`config.mk`:
```
export PLATFORM = sky130hd
export DESIGN_NAME = bsg_expand_bitmask_stream
export DESIGN_NICKNAME = d
export VERILOG_FILES = /design/src/rtl/bsg_expand_bitmask_stream.sv
export SDC_FILE = /design/constraint.sdc
export NUM_CORES = 1
export LEC_CHECK = 0
export BUFFER_PORTS_ARGS = -buffer_cell sky130_fd_sc_hd__buf_2
export CAP_MARGIN = 10
export CORE_UTILIZATION = 46
export CTS_CLUSTER_DIAMETER = 40
export DETAILED_ROUTE_END_ITERATION = 16
export PLACE_DENSITY = 0.9
export SLEW_MARGIN = 20
export SYNTH_ARGS = -nofsm -noshare
export SYNTH_HDL_FRONTEND = slang
export SYNTH_SLANG_ARGS = --single-unit
```
`constraint.sdc`:
```
create_clock -name clk_i -period 3.7 [get_ports clk_i]
set_input_delay 0.37 -clock clk_i [delete_from_list [all_inputs] [get_ports clk_i]]
set_output_delay 0.37 -clock clk_i [all_outputs]
set_load 0.03 [all_outputs]
```
`src/rtl/bsg_expand_bitmask_stream.sv`:
```
// Streams an in_width_p-bit mask, each bit replicated expand_p times, as out_width_p-bit chunks.
// Optional: BSG_EXPAND_BITMASK_STREAM_SKIP_ZERO_EN suppresses all-zero chunks.
module bsg_expand_bitmask_stream #(
  parameter int in_width_p  = 16,
  parameter int expand_p    = 32,
  parameter int out_width_p = 64,
  localparam int els_lp   = in_width_p*expand_p/out_width_p,
  localparam int idx_w_lp = (els_lp > 1) ? $clog2(els_lp) : 1
) (
  input  logic                   clk_i,
  input  logic                   reset_n_i,
  input  logic                   v_i,
  input  logic [in_width_p-1:0]  data_i,
  output logic                   ready_o,
  output logic                   v_o,
  output logic [out_width_p-1:0] data_o,
  output logic [idx_w_lp-1:0]    idx_o,
  output logic                   last_o,
  input  logic                   yumi_i
);

  // Handshakes: a mask transfers on a clock edge where v_i & ready_o; a chunk
  // is consumed on an edge where yumi_i, which the consumer may raise only while v_o.
  typedef enum logic {IDLE = 1'b0, BUSY = 1'b1} state_t;

  localparam int full_w_lp = in_width_p*expand_p;

  state_t                  state_r, state_n;
  logic [in_width_p-1:0]   mask_r, mask_n;
  logic [idx_w_lp-1:0]     idx_r, idx_n;
  logic [idx_w_lp-1:0]     first_idx, next_idx;
  logic                    last_chunk, accept_ok;

  logic [full_w_lp-1:0]                  expanded;
  logic [els_lp-1:0][out_width_p-1:0]    chunks;

  for (genvar g = 0; g < in_width_p; g++) begin : g_rep
    assign expanded[g*expand_p +: expand_p] = {expand_p{mask_r[g]}};
  end
  assign chunks = expanded;

`ifdef BSG_EXPAND_BITMASK_STREAM_SKIP_ZERO_EN
  logic [full_w_lp-1:0]               expanded_in;
  logic [els_lp-1:0][out_width_p-1:0] chunks_in;
  logic [els_lp-1:0]                  nz_r, nz_in;
  logic                               more;

  for (genvar g = 0; g < in_width_p; g++) begin : g_rep_in
    assign expanded_in[g*expand_p +: expand_p] = {expand_p{data_i[g]}};
  end
  assign chunks_in = expanded_in;

  for (genvar c = 0; c < els_lp; c++) begin : g_nz
    assign nz_r[c]  = |chunks[c];
    assign nz_in[c] = |chunks_in[c];
  end

  // Downward scans so the lowest qualifying chunk wins.
  always_comb begin
    first_idx = '0;
    next_idx  = idx_r;
    more      = 1'b0;
    for (int c = els_lp-1; c >= 0; c--) begin
      if (nz_in[c]) first_idx = idx_w_lp'(c);
      if (nz_r[c] && (c > int'(idx_r))) begin
        next_idx = idx_w_lp'(c);
        more     = 1'b1;
      end
    end
  end
  assign last_chunk = ~more;
  assign accept_ok  = |nz_in;
`else
  assign first_idx  = '0;
  assign next_idx   = idx_r + idx_w_lp'(1);
  assign last_chunk = (idx_r == idx_w_lp'(els_lp-1));
  assign accept_ok  = 1'b1;
`endif

  always_comb begin
    state_n = state_r;
    mask_n  = mask_r;
    idx_n   = idx_r;
    case (state_r)
      IDLE: begin
        if (v_i && accept_ok) begin
          mask_n  = data_i;
          idx_n   = first_idx;
          state_n = BUSY;
        end
      end
      BUSY: begin
        if (yumi_i) begin
          if (last_chunk) begin
            state_n = IDLE;
            idx_n   = '0;
          end else begin
            idx_n = next_idx;
          end
        end
      end
      default: state_n = IDLE;
    endcase
  end

  always_ff @(posedge clk_i) begin
    if (!reset_n_i) begin
      state_r <= IDLE;
      mask_r  <= '0;
      idx_r   <= '0;
    end else begin
      state_r <= state_n;
      mask_r  <= mask_n;
      idx_r   <= idx_n;
    end
  end

  assign ready_o = (state_r == IDLE);
  assign v_o     = (state_r == BUSY);
  assign data_o  = v_o ? chunks[idx_r] : '0;
  assign idx_o   = idx_r;
  assign last_o  = v_o & last_chunk;

  always_ff @(posedge clk_i) begin
    if (reset_n_i) begin
      assert (!(yumi_i && !v_o))
        else $error("yumi_i asserted without v_o");
      assert (((in_width_p*expand_p) % out_width_p) == 0 && els_lp >= 1)
        else $error("in_width_p*expand_p must be a nonzero multiple of out_width_p");
    end
  end

endmodule

```
==> impl_results.md, run 1 <==
* Commonest cells in the synthesized netlist: 65 x buf_4, 32 x nand2_1, 20 x dfxtp_1
* Antenna violations before repair at 0
* PwrDens at 335.5 nW/um2
* Met3 Use GR at 0.02041
* CP startpoint: idx_o[1]
* CTS sink count at 20
* Yosys cell types at 20
* Final worst path period need at 2.449 ns
* H-tree Lvls at 1
* CTS clk-pin slew, worst paths at 0.11 ns
* FF-to-FF path depth at 3
* Largest net degree at the start of global routing at 33
* Drc violations at 10
* Post-Place Cells at 213
* CTS max path bufs at 2
* Routed wire length at 2145 um
* Flop-to-flop setup slack at 2.28 ns
* Critical path cell sequence: mux4_1, mux2i_1, nor2_2, buf_2
* Post-CTS setup buffers at 0
* Core area at 2829 um2
* Crit path DAT at 2.08 ns
* Layout cells sized above 1 at 0.5161
* Clk_lat worst skew at 0.30 ns
* Die height at 57.27 um
* Post-Syn Nets at 183
* Setup Crit Path Kind: reg -> out
* Global route hottest layer: met2
* GRT met2 Usage at 0.2420
* Vias in the first global route at 751
* GP Congestion at 0.7314
* Outcome: finished, violations left
* Crit path to: data_o[52]
* CTS Hold Bufs at 0
* Post-route cell area at 1424 um2
* Total grt overflow at 0
* Sequential area share after synthesis at 0.2850
* CTS tree: built
* Total track usage at 0.1267
* Clk_skew at 0.005300 ns
* Io pins at 90
* Max Freq at 408.3 MHz
* Synthesis-to-layout area growth at 1.336%
* Worst hold path class: in -> reg
* Tcrit/Tclk final at 0.6619
* Pre-CTS setup slack at 1.195 ns
* Final Hold Violating Endpoints at 0
* Num CTS Buffers at 3
* Synth async-reset ratio at 0
* Final setup fails at 0
* Rel. slew slack at 0.5181
* RSZ-0062 raised after global routing: no
* Final Non-Filler Cells at 217
* Startpoint types: flop
* Worst-margin pin slew at 0.7221 ns
* Routed Antenna Nets at 0
* Register bit count reported by yosys at 20
* Row cnt at 19
* RR Startpoint: v_o
* Setup crit end kind: primary output
* Via count at 1016
* Critical-path cell with the highest stage delay: nor2_2
* PortBufs at 89
* DR iter-0 viols at 38
* Mapped cell area at 1405 um2
* Post-synth EDFFs at 0
* Max_cap viols at 0
* First-pass GRT wire length at 3187 um
* Failing checks: design-rule violations
* Nets at 209
* Count of final max-slew check failures at 0
* Tot Pwr at 0.4777 mW
* Drt via density at 4.682
* Ys flop type: dfxtp_1
* Die Wd at 57.27 um
* Layout Utilization at 0.5033
* Antenna diode count at 0
* Worst path max stage delay at 0.57 ns
* Met1 usage at 0.1334
* Most frequent cell after synthesis: buf_4
* Maximum VDD drop at 263.1 uV
* Static Leak at 0.8220 nW
* Initial Util at 0.4967
* Yosys warnings at 0
* Clock Tree Root: clkbuf_4
* Worst path required time at 3.33 ns
* Drt pass-1 iters at 11
* Avg Inst Size Synth at 8.727 um2
* Setup slack after layout at 1.251 ns
* Synth top area cells: buf_4 35%, dfxtp_1 28%, nand2_1 8.5%
* R2R Path End: mask_r[15]
* Die area at 3280 um2
* Setup Total Neg Slack at 0 ns
* Post-cts resize count at 0
* DR WL/cell at 9.885 um
* Placed Area at 1385 um2
* Synth area leader: buf_4
* Syn Inst Count at 161
* Critical path peak fanout at 32
* Fin Hold WS at 0.2924 ns
* Post-synth top area share at 0.3473
where the power goes:
part           leakage, nW  internal, mW  switching [mW]
clock network       0.0210        0.0601          0.0657
registers            0.164         0.227         0.00801
logic                0.637        0.0379          0.0796
layout make-up:
class	instances	area (um2)
multi-input combinational	71	491.7
timing repair buffer	90	452.9
inverter	1	3.754
tap	31	38.79
clock buffer	4	36.28
sequential	20	400.4
fill	261	1405
registers in the layout (all words and copies together), names as in the netlist:
register,count
idx_o,3
mask_r,16
v_o,1
worst min-delay path by stage:
| stage | endpoint | cells after the start | startpoint |
|---|---|---|---|
| 3_5_place_dp | mask_r[1] | 2 | mask_r[1] |
| 4_1_cts | mask_r[14] | 3 | data_i[14] |
| 3_3_place_gp | mask_r[13] | 2 | mask_r[13] |
| 6_report | mask_r[13] | 3 | data_i[13] |
| 2_1_floorplan | mask_r[13] | 2 | mask_r[13] |
| 5_1_grt | mask_r[0] | 3 | data_i[0] |
cells in the final DEF (no fill, tap or decap), types with 3 or more instances in the layout:
cell and count:
buf_2 89, nand2_1 32, dfxtp_1 20, a21boi_0 11, a21boi_1 5, mux4_1 4
mux2i_1 3, a32oi_1 3, nor2b_1 3, clkbuf_4 3
metal layers:
metal  part of all wire  up-vias
met1               0.41      437
li1                   -      517
met2               0.50       57
met4              0.017        0
met3              0.069        5
met5                  0        -
logic make-up (layout without fill, tap and decap cells):
family	after synthesis	after routing	synth area share
AND/OR/NAND/NOR	41	41	0.1220
AO/OA/AOI/OAI	21	21	0.1122
multiplexers	7	7	0.09617
adder cells (fa/ha/maj)	2	2	0.01781
flip-flops	20	20	0.2849
buffers and inverters	70	95	0.3669
worst max-delay path: cells and delay by family, from the launching register on:
family	cells	cell delay, ns
buffers and inverters	1	0.32
flip-flops	1	0.51
multiplexers	2	0.37
AND/OR/NAND/NOR	1	0.57
Note: power is estimated with default switching activity, not from simulation.
==> run 2: changes to the inputs <==
Settings changed: ABC_AREA set to 1, CORE_UTILIZATION 46 to 38, PLACE_DENSITY 0.9 to 0.8.
Clock period 3.7 ns to 2.21 ns, I/O delays scaled along.
==> impl_results.md, run 2 <==
* Outcome: complete, no violations
* Synthesis-to-layout area growth at 8.018%
* Startpoint types: flop
* Setup Total Neg Slack at 0 ns (unchanged)
* Final worst path period need at 2.069 ns
* Most frequent cells in the layout: 89 x buf_2, 27 x nand2_1, 20 x inv_1, 20 x a21oi_1, 19 x dfxtp_1
* Sequential cell area at 404.1 um2 (+0.94%)
* Routed wire length at 2621 um (+22%)
* Die height at 62.46 um (+9.1%)
* Yosys cell types at 14 (-30%)
* Yosys warnings at 0 (unchanged)
* Clock Power Share at 0.281 (+0.018)
* Max Freq at 483.3 MHz
* Antenna violations before repair at 0 (unchanged)
* Tot Pwr at 1.078 mW (+130%)
* Die area at 3901 um2 (+19%)
* Post-Syn Nets at 215 (+17%)
* Row cnt at 21 (+2)
* Most flops, register: mask_r
* Worst path max stage delay at 0.49 ns (-0.08 ns)
* Count of final max-slew check failures at 0 (unchanged)
* Ys flop type: dfxtp_1
* Switching fraction of total power at 0.3784 (+0.05755)
* Critical path cell sequence: inv_1, nand3_1, nand2_1, nor2_1, nor2_4, buf_12, buf_2
* H-tree Lvls at 1 (unchanged)
* Most frequent cell after synthesis: buf_4
* Combinational power share at 0.350 (+0.104)
* Synth area leader: buf_4
* Met1 usage at 0.1691 (+0.03566)
* Pre-CTS setup slack at 0.2791 ns (-0.9157 ns)
* Vias in the first global route at 959 (+28%)
* Post-synth top area share at 0.3405 (-0.006744)
* Placed Area at 1401 um2 (+1.2%)
* Core area at 3416 um2 (+21%)
* Max reg flops at 16 (unchanged)
* Avg Inst Size Synth at 7.196 um2 (-18%)
* Worst hold path class: in -> reg
* Critical path peak fanout at 16 (-50%)
* PwrDens at 718.5 nW/um2 (+110%)
* Final setup fails at 0 (unchanged)
* Cell Int Power at 0.6700 mW (+110%)
* Multi-input logic area at 437.9 um2 (-11%)
* First-pass GRT wire length at 4395 um (+38%)
* Worst path required time at 1.99 ns (-1.34 ns)
* Most common cell after layout, fill and taps aside: buf_2
* Commonest cells in the synthesized netlist: 63 x buf_4, 27 x nand2_1, 20 x a21oi_1, 20 x dfxtp_1, 20 x inv_1
* Post-route cell area at 1500 um2 (+5.4%)
* GP Congestion at 0.7860 (+7.5%)
* GRT met2 Usage at 0.2459 (+0.003907)
* Global route hottest layer: met2
* PortBufs at 89 (unchanged)
* Clock Tree Root: clkbuf_4
* Io pins at 90 (unchanged)
* Setup Crit Path Kind: reg -> out
* Setup crit end kind: primary output
* DR iter-0 viols at 11 (-71%)
* Fill count at 374 (+43%)
* CTS clk-pin slew, worst paths at 0.12 ns (about the same)
* Die Wd at 62.46 um (+9.1%)
* Num CTS Buffers at 3 (unchanged)
* Met3 Use GR at 0.02737 (+0.006964)
* Setup slack after layout at 0.1410 ns (-1.110 ns)
* Synth top area cells: buf_4 34%, dfxtp_1 29%, nand2_1 7.3%
* Clk_lat worst skew at 0.31 ns (about the same)
* Synth async-reset ratio at 0 (unchanged)
* Register bit count reported by yosys at 20 (unchanged)
* Sequential area share after synthesis at 0.2883 (+0.003337)
* Layout Utilization at 0.4392 (-0.06412)
* Clk_skew at 0.006087 ns (+0.0007868 ns)
* CP bufs+invs at 3 (+2)
* Drt via density at 4.325 (-7.6%)
* Layout cells sized above 1 at 0.4595 (-0.05667)
* Final Hold Violating Endpoints at 0 (unchanged)
* Mapped cell area at 1389 um2 (-1.2%)
* Routed Antenna Nets at 0 (unchanged)
* Max_cap viols at 0 (unchanged)
* Critical path's top delay family: simple AND/OR/NAND/NOR gates
* Via count at 1159 (+14%)
* RSZ-0062 raised after global routing: no
* Maximum VDD drop at 358.5 uV (+36%)
* Antenna diode count at 0 (unchanged)
* Total track usage at 0.1408 (+0.01402)
* CTS sink count at 20 (unchanged)
* Initial Util at 0.4066 (-0.09009)
* Worst-margin pin slew at 0.4443 ns (-0.2778 ns)
* Drt pass-1 iters at 4 (-7)
* Drc violations at 0 (-10)
* Syn Inst Count at 193 (+20%)
* Tcrit/Tclk final at 0.9362
* CTS max path bufs at 2 (unchanged)
* Static Leak at 0.8889 nW (+8.1%)
* Nets at 245 (+17%)
* Crit path DAT at 1.85 ns (-0.23 ns)
* Post-DP HPWL at 1851 um
* Post-synth EDFFs at 0 (unchanged)
* Total grt overflow at 0 (unchanged)
* Sw Pwr at 0.4078 mW (+170%)
* DR WL/cell at 9.780 um (-1.1%)
* Critical-path cell with the highest stage delay: dfxtp_1
* Rel. slew slack at 0.7027 (+0.1847)
* Flop pwr share at 0.369 (-0.122)
* CTS tree: built
* Largest net degree at the start of global routing at 33 (unchanged)
[run 2: cell types whose count changed after synthesis, sizes merged, moves of 4 or more]
cell    previous run  this run
a21oi              0        20
inv                1        22
a21boi            16         0
mux4               4         0
nand2             32        28
nand3              0        10
nor2b              4         0
o21ai              1        18
[run 2: path summary, 6_finish.rpt]
kind	slack, ns	depth (start not counted)	from	to
hold reg to reg	0.47	2	mask_r[7]	mask_r[7]
setup reg to reg	1.02	5	idx_o[1]	idx_o[0]
setup / recovery	0.14	7	idx_o[1]	data_o[13]
hold / removal	0.17	3	data_i[0]	mask_r[0]
[run 2: metrics by stage]
stage          hold slack, ns  cells
6_report               0.1658    268
5_1_grt                0.1457    268
4_1_cts                0.1619    267
3_5_place_dp           0.4511    261
3_3_place_gp           0.4461    261
2_1_floorplan          0.3594    193
[run 2: worst min-delay path, delay by kind of cell]
family          cells  cell delay, ns
buf+inv             1            0.07
compound gates      2            0.16
[run 2: cells by family (layout without fill, tap and decap cells)]
kind of cell               Yosys count  after routing  share of synthesized area
buffers and inverters               89            116                     0.4234
and+or+nand+nor                     44             46                     0.1333
AOI/OAI and AO/OA                   38             38                     0.1369
DFF                                 20             20                     0.2883
adders and majority gates            2              2                    0.01802
[run 2: cell type report]
type | count | share of cell area
multi-input combinational | 86 | 0.2919
tap | 46 | 0.03837
timing repair buffer | 90 | 0.3103
clock inverter | 1 | 0.02002
inverter | 22 | 0.05505
clock buffer | 3 | 0.01501
sequential | 20 | 0.2694
[run 2: metal layers]
| layer | vias to the layer above | wire (um) |
|---|---|---|
| met5 | - | 0 |
| met4 | 0 | 22 |
| met3 | 4 | 157 |
| met2 | 55 | 1262 |
| met1 | 499 | 1179 |
| li1 | 601 | - |
[run 2: power by group through the flow]
stage | Clock [mW] | Combinational [mW] | Sequential, mW
2_1_floorplan | 0 | 0.362 | 0.407
3_3_place_gp | 0 | 0.360 | 0.405
3_5_place_dp | 0 | 0.363 | 0.406
4_1_cts | 0.306 | 0.372 | 0.398
5_1_grt | 0.327 | 0.406 | 0.401
6_report | 0.303 | 0.377 | 0.398
[run 2: what timing repair did]
action	4_1_cts	5_1_grt
gates cloned	2	0
pin swaps	1	1
setup buffers	0	1
endpoints found under the setup margin	64	48
hold buffers	0	0
resized for setup	2	2
==> run 3: changes to the inputs <==
Settings changed: ABC_AREA 1 to 0, CORE_MARGIN set to 2.
==> impl_results.md, run 3 (synthesized netlist as in run 1, its figures left out) <==
* Outcome: complete, no violations
* Die height at 64.81 um (+3.8%)
* Flop-to-flop setup slack at 0.77 ns (-0.25 ns)
* Tcrit/Tclk final at 0.9358 (about the same)
* Critical path peak fanout at 32 (+16)
* Layout cells sized above 1 at 0.5297 (+0.07027)
* Die Wd at 64.81 um (+3.8%)
* Combinational power share at 0.231 (-0.119)
* Clock Tree Root: clkbuf_8
* Drt via density at 4.223 (-2.3%)
* Switching fraction of total power at 0.3065 (-0.07192)
* Most frequent cells in the layout: 89 x buf_2, 32 x nand2_1, 18 x dfxtp_1
* Setup crit end kind: primary output
* CTS clk-pin slew, worst paths at 0.07 ns (-0.05 ns)
* DR WL/cell at 10.33 um (+5.7%)
* Routed wire length at 2408 um (-8.1%)
* DR iter-0 viols at 8 (-3)
* R2R Path End: mask_r[9]
* RSZ-0062 raised after global routing: no
* Die area at 4200 um2 (+7.7%)
* Final Non-Filler Cells at 233 (-13%)
* Hold Crit Endpoint: mask_r[3]
* First-pass GRT wire length at 3450 um (-22%)
* Nets at 208 (-15%)
* Clk_skew at 0.001720 ns (-0.004367 ns)
* Final worst path period need at 2.068 ns (-0.0008500 ns)
* Worst hold path class: in -> reg
* Antenna violations before repair at 0 (unchanged)
* Via count at 984 (-15%)
* Count of final max-slew check failures at 0 (unchanged)
* Core area at 3606 um2 (+5.6%)
* Clk_lat worst skew at 0.25 ns (-0.06 ns)
* Max_cap viols at 0 (unchanged)
* CTS max path bufs at 2 (unchanged)
* Static Leak at 0.8259 nW (-7.1%)
* RR Startpoint: v_o
* Largest net degree at the start of global routing at 33 (unchanged)
* Total grt overflow at 0 (unchanged)
* Crit path DAT at 1.85 ns (about the same)
* Rel. slew slack at 0.5901 (-0.1127)
* Drc violations at 0 (unchanged)
* Num CTS Buffers at 3 (unchanged)
* CTS tree: built
* Startpoint types: flop
* Io pins at 90 (unchanged)
* Routed Antenna Nets at 0 (unchanged)
* Setup Crit Path Kind: reg -> out
* PortBufs at 89 (unchanged)
* Post-DP HPWL at 1809 um (-2.2%)
* Most flops, register: mask_r
* Setup Total Neg Slack at 0 ns (unchanged)
* Antenna diode count at 0 (unchanged)
* Max reg flops at 16 (unchanged)
* Post-CTS setup buffers at 0 (unchanged)
* H-tree Lvls at 1 (unchanged)
* Hold_sp: data_i[3]
* Final setup fails at 0 (unchanged)
* Post-Place Cells at 229 (-12%)
* FF-to-FF path depth at 3 (-2)
* Max Freq at 483.5 MHz (about the same)
* PwrDens at 588.7 nW/um2 (-18%)
* CTS Hold Bufs at 0 (unchanged)
* Drt pass-1 iters at 3 (-1)
* Initial Util at 0.3897 (-0.01693)
* Clock Power Share at 0.315 (+0.034)
* Sw Pwr at 0.2655 mW (-35%)
* Maximum VDD drop at 337.3 uV (-5.9%)
* Vias in the first global route at 792 (-17%)
* GP Congestion at 0.7512 (-4.4%)
* Most common cell after layout, fill and taps aside: buf_2
* Hold Path Depth at 3 (unchanged)
* Synthesis-to-layout area growth at 4.719%
* Cell Int Power at 0.6007 mW (-10%)
* Final Hold Violating Endpoints at 0 (unchanged)
* Worst path required time at 1.99 ns (about the same)
* Flop pwr share at 0.454 (+0.085)
* Total track usage at 0.1062 (-0.03454)
* Worst-margin pin slew at 0.6122 ns (+0.1679 ns)
* CTS sink count at 20 (unchanged)
* Row cnt at 22 (+4.8%)
run 3: per-layer routing:
layer	global-route usage	routed length (um)
met4	0.03989	12
met5	0	0
met1	0.1118	980
met3	0.02257	229
met2	0.2036	1186
run 3: through the flow:
| stage | worst slack, ns | cell area [um2] | utilization | hold slack (ns) | power, mW |
|---|---|---|---|---|---|
| finish | 0.1418 | 1471 | 0.4081 | 0.2047 | 0.8662 |
| global route | 0.02763 | 1471 | 0.4081 | 0.2072 | 0.9091 |
| CTS | 0.001086 | 1469 | 0.4074 | 0.2025 | 0.8791 |
| detailed placement | 0.2975 | 1414 | 0.3921 | 0.4430 | 0.6037 |
| global placement | 0.3310 | 1414 | 0.3921 | 0.4389 | 0.6008 |
| floorplan | 0.1515 | 1420 | - | 0.3319 | 0.5932 |
run 3: how the worst max path moves through the flow:
| stage | start | to | slack, ns | cells after the start |
|---|---|---|---|---|
| after detailed placement | idx_o[1] | data_o[0] | 0.30 | 4 |
| final | idx_o[2] | data_o[57] | 0.14 | 4 |
| after global routing | idx_o[1] | data_o[23] | 0.03 | 4 |
| after global placement | idx_o[1] | data_o[57] | 0.33 | 4 |
| after floorplan | idx_o[1] | data_o[10] | 0.15 | 4 |
| after CTS | idx_o[1] | data_o[0] | 0.001 | 4 |
run 3: timing repair:
action / CTS / global route
hold endpoints to repair: 0 / 0
setup endpoints to repair: 0 / 64
resized for setup: 0 / 2
run 3: power groups by stage:
stage	Sequential (mW)	Clock, mW	Combinational, mW
final	0.393	0.273	0.200
after floorplan	0.400	0	0.193
after CTS	0.393	0.283	0.203
after global routing	0.395	0.298	0.216
after detailed placement	0.402	0	0.202
after global placement	0.401	0	0.200
run 3: worst max-delay path, stage by stage (launching register included):
cell	delay [ns]
dfxtp_2	0.41
mux4_1	0.58
mux2i_1	0.26
nor2_4	0.14
buf_2	0.21
run 3: cell type report:
class | instances | area (um2)
fillers | 370 | 2135
multi-input cells | 71 | 504.2
repair buffers | 89 | 445.4
flip-flops and latches | 20 | 402.9
well taps | 48 | 60.06
clock buffers | 4 | 55.05
inverters | 1 | 3.754
